## src/rtl/temp_sample_fifo_pkg.sv

```systemverilog
// ---------------------------------------------------------------------------
// temp_pkg
// Shared types and constants for the temperature sample buffer and its
// read sequencer.
//   temp_t       : one raw sensor sample
//   seq_state_e  : read-sequencer FSM states
//   TEMP_GROUP   : samples per averaging group (matches averager divide-by-4)
// ---------------------------------------------------------------------------
package temp_pkg;

    localparam int unsigned TEMP_WIDTH = 8;
    localparam int unsigned TEMP_GROUP = 4;

    typedef logic [TEMP_WIDTH-1:0] temp_t;

    typedef enum logic [1:0] {
        IDLE = 2'd0,
        CLR  = 2'd1,
        READ = 2'd2,
        DONE = 2'd3
    } seq_state_e;

endpackage

```

## src/rtl/temp_sample_fifo_if.sv

```systemverilog
// ---------------------------------------------------------------------------
// temp_sample_fifo_if
// Bundles the sample-write side and the averager-facing side of
// temp_sample_fifo.
//   wr_en, wr_data, ovf_clr          : driven by the sample producer (master)
//   rd, data_out, clear, avg_valid   : driven by the buffer (slave)
//   full, empty, count, overflow     : buffer status (slave)
// ---------------------------------------------------------------------------
interface temp_sample_fifo_if
    import temp_pkg::*;
#(
    parameter int unsigned DEPTH = 16,
    parameter int unsigned WIDTH = TEMP_WIDTH
);

    localparam int unsigned CW = $clog2(DEPTH) + 1;

    logic             wr_en;
    logic [WIDTH-1:0] wr_data;
    logic             ovf_clr;
    logic             rd;
    logic [WIDTH-1:0] data_out;
    logic             clear;
    logic             avg_valid;
    logic             full;
    logic             empty;
    logic [CW-1:0]    count;
    logic             overflow;

    modport master (
        output wr_en, wr_data, ovf_clr,
        input  rd, data_out, clear, avg_valid, full, empty, count, overflow
    );

    modport slave (
        input  wr_en, wr_data, ovf_clr,
        output rd, data_out, clear, avg_valid, full, empty, count, overflow
    );

endinterface

```

## src/rtl/temp_sample_fifo_mem.sv

```systemverilog
// ---------------------------------------------------------------------------
// temp_fifo_mem
// Circular sample store with write/read pointers and a separately tracked
// occupancy count. Read data is first-word fall-through from mem[rd_ptr].
// Ports:
//   clk_2, reset_n : clock, asynchronous active-low reset
//   i_wr_en        : write request (ignored while full, even if reading)
//   i_wr_data      : sample to store
//   i_rd           : pop head entry
//   o_data         : head-of-buffer sample
//   o_full/o_empty : registered status
//   o_count        : registered occupancy
//   o_wr_drop      : write request rejected this cycle
// ---------------------------------------------------------------------------
module temp_fifo_mem
    import temp_pkg::*;
#(
    parameter int unsigned DEPTH = 16,
    parameter int unsigned WIDTH = TEMP_WIDTH
) (
    input  logic                       clk_2,
    input  logic                       reset_n,
    input  logic                       i_wr_en,
    input  logic [WIDTH-1:0]           i_wr_data,
    input  logic                       i_rd,
    output logic [WIDTH-1:0]           o_data,
    output logic                       o_full,
    output logic                       o_empty,
    output logic [$clog2(DEPTH):0]     o_count,
    output logic                       o_wr_drop
);

    localparam int unsigned AW = $clog2(DEPTH);
    localparam int unsigned CW = AW + 1;
    localparam logic [CW-1:0] FULL_CNT = CW'(DEPTH);

    logic [WIDTH-1:0] r_mem [DEPTH];
    logic [AW-1:0]    r_wr_ptr;
    logic [AW-1:0]    r_rd_ptr;
    logic [CW-1:0]    r_count;
    logic             r_full;
    logic             r_empty;

    logic             w_wr_ok;
    logic [CW-1:0]    w_count_nxt;

    assign w_wr_ok = i_wr_en & ~r_full;

    always_comb begin
        w_count_nxt = r_count;
        unique case ({w_wr_ok, i_rd})
            2'b10:   w_count_nxt = r_count + CW'(1);
            2'b01:   w_count_nxt = r_count - CW'(1);
            default: w_count_nxt = r_count;
        endcase
    end

    // Storage is not reset; contents are meaningless until written.
    always_ff @(posedge clk_2) begin
        if (w_wr_ok) begin
            r_mem[r_wr_ptr] <= i_wr_data;
        end
    end

    // Status flags are registered from the next count so they always
    // describe the state after the most recent edge.
    always_ff @(posedge clk_2 or negedge reset_n) begin
        if (!reset_n) begin
            r_wr_ptr <= '0;
            r_rd_ptr <= '0;
            r_count  <= '0;
            r_full   <= 1'b0;
            r_empty  <= 1'b1;
        end else begin
            if (w_wr_ok) begin
                r_wr_ptr <= r_wr_ptr + AW'(1);
            end
            if (i_rd) begin
                r_rd_ptr <= r_rd_ptr + AW'(1);
            end
            r_count <= w_count_nxt;
            r_full  <= (w_count_nxt == FULL_CNT);
            r_empty <= (w_count_nxt == '0);
        end
    end

    assign o_data    = r_mem[r_rd_ptr];
    assign o_full    = r_full;
    assign o_empty   = r_empty;
    assign o_count   = r_count;
    assign o_wr_drop = i_wr_en & r_full;

endmodule

```

## src/rtl/temp_sample_fifo.sv

```systemverilog
// ---------------------------------------------------------------------------
// temp_sample_fifo
// Buffers raw temperature samples and, once a full group is present, clears
// the downstream averager, streams the group into it and pulses avg_valid.
// Ports:
//   clk_2    : clock, rising edge
//   reset_n  : asynchronous active-low reset
//   bus      : temp_sample_fifo_if.slave (write side, averager side, status)
// Build option:
//   TEMP_FIFO_OVERFLOW_EN : enables the sticky overflow flag; when undefined
//                           overflow reads 0 and ovf_clr is ignored.
// ---------------------------------------------------------------------------
module temp_sample_fifo
    import temp_pkg::*;
#(
    parameter int unsigned DEPTH = 16,
    parameter int unsigned WIDTH = TEMP_WIDTH,
    parameter int unsigned GROUP = TEMP_GROUP
) (
    input  logic                clk_2,
    input  logic                reset_n,
    temp_sample_fifo_if.slave   bus
);

    localparam int unsigned CW = $clog2(DEPTH) + 1;
    localparam int unsigned BW = (GROUP > 1) ? $clog2(GROUP) : 1;
    localparam logic [CW-1:0] GROUP_CNT = CW'(GROUP);
    localparam logic [BW-1:0] LAST_BEAT = BW'(GROUP - 1);

    seq_state_e      r_state;
    seq_state_e      w_state_nxt;
    logic [BW-1:0]   r_beat;
    logic [BW-1:0]   w_beat_nxt;

    logic            w_rd;
    logic            w_clear;
    logic            w_avg_valid;
    logic            w_wr_drop;
    logic [CW-1:0]   w_count;
    logic            r_overflow;

    temp_fifo_mem #(
        .DEPTH (DEPTH),
        .WIDTH (WIDTH)
    ) u_mem (
        .clk_2     (clk_2),
        .reset_n   (reset_n),
        .i_wr_en   (bus.wr_en),
        .i_wr_data (bus.wr_data),
        .i_rd      (w_rd),
        .o_data    (bus.data_out),
        .o_full    (bus.full),
        .o_empty   (bus.empty),
        .o_count   (w_count),
        .o_wr_drop (w_wr_drop)
    );

    always_ff @(posedge clk_2 or negedge reset_n) begin
        if (!reset_n) begin
            r_state <= IDLE;
            r_beat  <= '0;
        end else begin
            r_state <= w_state_nxt;
            r_beat  <= w_beat_nxt;
        end
    end

    // READ is only entered through CLR, which is only entered with a whole
    // group buffered, so rd can never pop an empty buffer.
    always_comb begin
        w_state_nxt = r_state;
        w_beat_nxt  = r_beat;
        w_rd        = 1'b0;
        w_clear     = 1'b0;
        w_avg_valid = 1'b0;
        case (r_state)
            IDLE: begin
                if (w_count >= GROUP_CNT) begin
                    w_state_nxt = CLR;
                end
            end
            CLR: begin
                w_clear     = 1'b1;
                w_beat_nxt  = '0;
                w_state_nxt = READ;
            end
            READ: begin
                w_rd       = 1'b1;
                w_beat_nxt = r_beat + BW'(1);
                if (r_beat == LAST_BEAT) begin
                    w_state_nxt = DONE;
                end
            end
            DONE: begin
                w_avg_valid = 1'b1;
                w_state_nxt = IDLE;
            end
            default: begin
                w_state_nxt = IDLE;
            end
        endcase
    end

`ifdef TEMP_FIFO_OVERFLOW_EN
    // A drop in the same cycle as ovf_clr keeps the flag set.
    always_ff @(posedge clk_2 or negedge reset_n) begin
        if (!reset_n) begin
            r_overflow <= 1'b0;
        end else if (w_wr_drop) begin
            r_overflow <= 1'b1;
        end else if (bus.ovf_clr) begin
            r_overflow <= 1'b0;
        end
    end
`else
    logic w_unused_ovf;
    assign w_unused_ovf = &{1'b0, w_wr_drop, bus.ovf_clr};
    assign r_overflow   = 1'b0;
`endif

    assign bus.rd        = w_rd;
    assign bus.clear     = w_clear;
    assign bus.avg_valid = w_avg_valid;
    assign bus.count     = w_count;
    assign bus.overflow  = r_overflow;

endmodule

```

## src/flat_wrapper.sv

```systemverilog
// flat-port wrapper written by rule: the top's interface ports become plain ports
module temp_sample_fifo_flat import temp_pkg::*;
#(
    parameter int unsigned DEPTH = 16,
    parameter int unsigned WIDTH = TEMP_WIDTH,
    parameter int unsigned GROUP = TEMP_GROUP
)
  (clk_2, reset_n, bus_wr_en, bus_wr_data, bus_ovf_clr, bus_rd, bus_data_out, bus_clear, bus_avg_valid, bus_full, bus_empty, bus_count, bus_overflow);
  temp_sample_fifo_if #(.DEPTH(DEPTH), .WIDTH(WIDTH)) bus_i ();
  input  logic clk_2;
  input  logic reset_n;
  input wire logic [$bits(bus_i.wr_en)-1:0] bus_wr_en;
  input wire logic [$bits(bus_i.wr_data)-1:0] bus_wr_data;
  input wire logic [$bits(bus_i.ovf_clr)-1:0] bus_ovf_clr;
  output wire logic [$bits(bus_i.rd)-1:0] bus_rd;
  output wire logic [$bits(bus_i.data_out)-1:0] bus_data_out;
  output wire logic [$bits(bus_i.clear)-1:0] bus_clear;
  output wire logic [$bits(bus_i.avg_valid)-1:0] bus_avg_valid;
  output wire logic [$bits(bus_i.full)-1:0] bus_full;
  output wire logic [$bits(bus_i.empty)-1:0] bus_empty;
  output wire logic [$bits(bus_i.count)-1:0] bus_count;
  output wire logic [$bits(bus_i.overflow)-1:0] bus_overflow;
  assign bus_i.wr_en = bus_wr_en;
  assign bus_i.wr_data = bus_wr_data;
  assign bus_i.ovf_clr = bus_ovf_clr;
  assign bus_rd = bus_i.rd;
  assign bus_data_out = bus_i.data_out;
  assign bus_clear = bus_i.clear;
  assign bus_avg_valid = bus_i.avg_valid;
  assign bus_full = bus_i.full;
  assign bus_empty = bus_i.empty;
  assign bus_count = bus_i.count;
  assign bus_overflow = bus_i.overflow;
  temp_sample_fifo #(.DEPTH(DEPTH), .WIDTH(WIDTH), .GROUP(GROUP)) u_core (.clk_2(clk_2), .reset_n(reset_n), .bus(bus_i));
endmodule
```

## config.mk

```make
export PLATFORM = sky130hd
export DESIGN_NAME = temp_sample_fifo_flat
export DESIGN_NICKNAME = d
export VERILOG_FILES = /design/src/rtl/temp_sample_fifo_pkg.sv /design/src/rtl/temp_sample_fifo_if.sv /design/src/rtl/temp_sample_fifo_mem.sv /design/src/rtl/temp_sample_fifo.sv /design/src/flat_wrapper.sv
export SDC_FILE = /design/constraint.sdc
export NUM_CORES = 1
export LEC_CHECK = 0
export ABC_AREA = 1
export BUFFER_PORTS_ARGS = -buffer_cell sky130_fd_sc_hd__buf_2
export CORE_MARGIN = 10
export CORE_UTILIZATION = 30
export DETAILED_ROUTE_END_ITERATION = 8
export GPL_TIMING_DRIVEN = 0
export PLACE_DENSITY_LB_ADDON = 0.08
export SLEW_MARGIN = 20
export SYNTH_ARGS = -nofsm -noshare
export SYNTH_HDL_FRONTEND = slang
export SYNTH_SLANG_ARGS = --single-unit
```

## constraint.sdc

```tcl
create_clock -name clk_2 -period 1.8 [get_ports clk_2]
set_input_delay 0.18 -clock clk_2 [delete_from_list [all_inputs] [get_ports clk_2]]
set_output_delay 0.18 -clock clk_2 [all_outputs]
set_load 0.01 [all_outputs]
```

==> impl_metrics.csv <==
group,metric,value,unit
outcome,run_status,"finished, violations left",
outcome,violations,"negative setup slack",
synth,ys_seq_elements,147,
sta,finalClockSkew,0.00711,ns
clock_network,h-tree-depth,4,
pwr,vdd.ir_drop.worst,822,uV
run,drv_cap,0,
sta,final_hold_violations,0,
sta,setup_slack,-0.413,ns
synth,area_of_the_mapped_netlist,6110,sq um
global_route,global_route_overflow,0,
final_layout,final_layout_size_suffix_gt1_share,28.3,%
synth,synthCells,491,
routing,firstDrtPassIters,5,
min_path,hp-start,"bus_wr_en",
routing,drt_iter0_markers,229,
final_layout,fill_cells,1963,
die,dieHeight,163,um
routing,dr_total_vias,4191,
place,dp_cells,789,
die,horiz_die_dim,163,um
sta,timing.fmax,0.452,GHz
global_route,grt_start_max_net_pins,20,
synth,syn_area_per_cell,12.5,sq um
final_layout,area_delta_synth_final,27.4,%
sta,post-route-period-util,123,%
global_route,grt_first_pass_wirelength,27000,um
routing,route.detailed.vias_per_inst,4.98,
sta,drv_slew,0,
critical_path,critPathLaunchType,"flop",
die,io_pins,31,
critical_path,worstPathMaxFanout,10,
synth,ys_types,28,
final_layout,most_common_cell_after_layout_fill_and_taps_aside,"sky130_fd_sc_hd__edfxtp_1",
place,dp.final_hpwl,11800,um
critical_path,crit_slowest_cell,"sky130_fd_sc_hd__dfrtp_2",
place,placement.cell_area,6620,sq um
pwr,cellPowerDensity,1800,nW/um^2
routing,drc_errors,0,
synth,seq_area_frac_synth,70.7,%
critical_path,worstReg2RegStart,"u_core.r_state[0]$_DFFE_PN0P_",
die,placementRows,52,
clock_network,cts-root-buf,"sky130_fd_sc_hd__clkbuf_16",
critical_path,worstPathCellList,"inv_4 > clkbuf_8 > nor2_1 > o22ai_2 > o211ai_1 > nand2_1 > buf_2",
critical_path,crit_path_arrival_time,2.03,ns
routing,detail_route.wl_per_cell,21.9,um
sta,final_setup_violations,10,
final_layout,multiInputGateArea,1860,sq um
clock_network,cts_made_buffers,17,
global_route,first_global_vias,4273,
sta,unrepaired_setup_endpoints_after_global_routing,"true",
final_layout,layoutNonFillerInstCount,842,
sta,finalWorstPathRequiredPeriod,2.21,ns
clock_network,cts_buffer_depth,2,
critical_path,cp-end-kind,"output pin",
die,initial_core_util,30.3,%
sta,fin_worst_hold_slack,0.119,ns
clock_network,tritoncts,"yes",
critical_path,worst_stage_delay_on_the_critical_path,0.46,ns
final_layout,regArea,4320,sq um
global_route,grt_antenna_before_repair,0,
final_layout,final_net_count,585,
pwr,leakagePower,2.75,nW
min_path,worstHoldPathType,"in2reg",
place,io_buffers,28,
critical_path,critical_path_class,"reg2out",
clock_network,clk-insertion-delay-late,0.43,ns
synth,yosysWarnings,0,
final_layout,top_library_cells_by_usage_in_the_layout_fill_and_taps_aside,"sky130_fd_sc_hd__edfxtp_1, sky130_fd_sc_hd__nor2_1, sky130_fd_sc_hd__o21ai_0",
final_layout,diodes,0,
die,floorplan_core_area,20200,sq um
routing,antenna_violating_nets_post_route,0,
final_layout,fin_area,7790,sq um
global_route,grt_use_total,14.1,%
place,finalWeightedCongestion,0.780,
die,floorplan.die_area,26500,sq um
critical_path,critical_path.startpoint,"u_core.u_mem.r_rd_ptr[0]$_DFFE_PN0N_",
clock_network,clkSlewWorstSetupHoldPaths,0.06,ns
critical_path,worstPathRequired,1.62,ns
routing,drt_wl_total,18400,um
clock_network,clock-sinks,147,
synth,syn_nets,517,
==> cell families after synthesis <==
kind of cell    after synthesis  synth area share (%)
other cells                   1                0.0613
compound gates              118                  11.7
xor+xnor                      7                  1.00
buf+inv                      49                  3.27
simple gates                155                  10.4
flops                       147                  70.7
fa+ha+maj                    14                  2.87
==> cell type report <==
cell class	count	area share, %
Tap cell	270	4.34
Clock inverter	15	1.78
Buffer	23	3.45
Timing Repair Buffer	50	4.26
Clock buffer	17	5.46
Multi-Input combinational cell	295	23.9
Inverter	25	1.33
Sequential cell	147	55.5
==> worst max-delay path: cells and delay by family (launching register included) <==
kind,cells,cell delay (ns)
flip-flops,1,0.46
buffers and inverters,3,0.50
AND/OR/NAND/NOR,2,0.18
AO/OA/AOI/OAI,2,0.46
==> layer usage <==
| layer | vias to the layer above | GRT usage, % | wire length [um] |
|---|---|---|---|
| met2 | 118 | 22.0 | 8650 |
| met1 | 2116 | 18.6 | 8470 |
| li1 | 1928 | - | - |
| met5 | - | 0 | 0 |
| met3 | 29 | 2.86 | 952 |
| met4 | 0 | 5.98 | 356 |
==> stage by stage <==
stage	worst slack, ns	setup TNS, ns	power, mW	util (%)
after floorplan	0.0321	0	7.40	-
after global placement	-0.603	-39.43	9.34	32.8
after detailed placement	-0.587	-41.34	9.37	32.8
after CTS	-0.410	-3.10	13.7	37.9
after global routing	-0.468	-3.84	14.8	38.6
final	-0.413	-2.92	14.0	38.6
==> report_power, final <==
part	internal, mW	switching (mW)	total [mW]
Combinational	2.26	3.79	6.06
Clock	1.90	1.46	3.37
Sequential	4.23	0.347	4.58
==> cells in the mapped netlist <==
| library cell | count | area [sq um] |
|---|---|---|
| sky130_fd_sc_hd__nand3b_1 | 2 | 15.0 |
| sky130_fd_sc_hd__dfrtp_1 | 18 | 450 |
| sky130_fd_sc_hd__nand2_4 | 2 | 22.5 |
| sky130_fd_sc_hd__xnor2_1 | 1 | 8.76 |
| sky130_fd_sc_hd__buf_4 | 2 | 15.0 |
| sky130_fd_sc_hd__a21oi_1 | 3 | 15.0 |
| sky130_fd_sc_hd__nand2_1 | 46 | 173 |
| sky130_fd_sc_hd__nand4_1 | 3 | 18.8 |
| sky130_fd_sc_hd__or2_0 | 1 | 6.26 |
| sky130_fd_sc_hd__edfxtp_1 | 128 | 3840 |
| sky130_fd_sc_hd__nand2_2 | 1 | 6.26 |
| sky130_fd_sc_hd__nand3_1 | 15 | 75.1 |
| sky130_fd_sc_hd__ha_1 | 14 | 175 |
| sky130_fd_sc_hd__o22ai_1 | 10 | 62.6 |
| sky130_fd_sc_hd__inv_2 | 3 | 11.3 |
| sky130_fd_sc_hd__xor2_1 | 6 | 52.6 |
| sky130_fd_sc_hd__conb_1 | 1 | 3.75 |
| sky130_fd_sc_hd__o221ai_1 | 22 | 193 |
| sky130_fd_sc_hd__buf_2 | 7 | 35.0 |
| sky130_fd_sc_hd__clkinv_1 | 1 | 3.75 |
| sky130_fd_sc_hd__inv_1 | 21 | 78.8 |
| sky130_fd_sc_hd__dfstp_2 | 1 | 26.3 |
| sky130_fd_sc_hd__a32oi_1 | 1 | 8.76 |
| sky130_fd_sc_hd__clkbuf_1 | 15 | 56.3 |
| sky130_fd_sc_hd__o21ai_0 | 71 | 355 |
| sky130_fd_sc_hd__nor2_1 | 85 | 319 |
| sky130_fd_sc_hd__o211ai_1 | 10 | 75.1 |
| sky130_fd_sc_hd__o21bai_1 | 1 | 7.51 |
==> worst paths after layout <==
check                                                       end  slack, ns  cells after the start
setup / recovery                                bus_data_out[5]      -0.41                      7
hold / removal             u_core.u_mem.r_wr_ptr[0]$_DFFE_PN0P_       0.12                      3
setup reg to reg                 u_core.u_mem.o_empty$_DFF_PN1_      -0.03                     14
hold reg to reg                    u_core.r_beat[0]$_DFFE_PN0P_       0.48                      1
max in group asynchronous  u_core.u_mem.r_rd_ptr[0]$_DFFE_PN0N_       1.20                      2
min in group asynchronous     u_core.u_mem.o_count[3]$_DFF_PN0_       0.24                      2
==> timing repair <==
item                                    CTS  global route
cloned                                    0             0
pin swaps                                14            15
resized for setup                       106            29
hold endpoints to repair                 18             0
hold buffers                              1             0
buffers inserted                         16             6
endpoints found under the setup margin  139            13
==> flip-flops by register name, summed over array words and instances (netlist names) <==
name / cells
u_core.r_beat: 2
u_core.r_state: 2
u_core.u_mem.o_count: 5
u_core.u_mem.o_empty: 1
u_core.u_mem.o_full: 1
u_core.u_mem.r_mem: 128
u_core.u_mem.r_rd_ptr: 4
u_core.u_mem.r_wr_ptr: 4
Note: power is estimated with default switching activity, not from simulation.
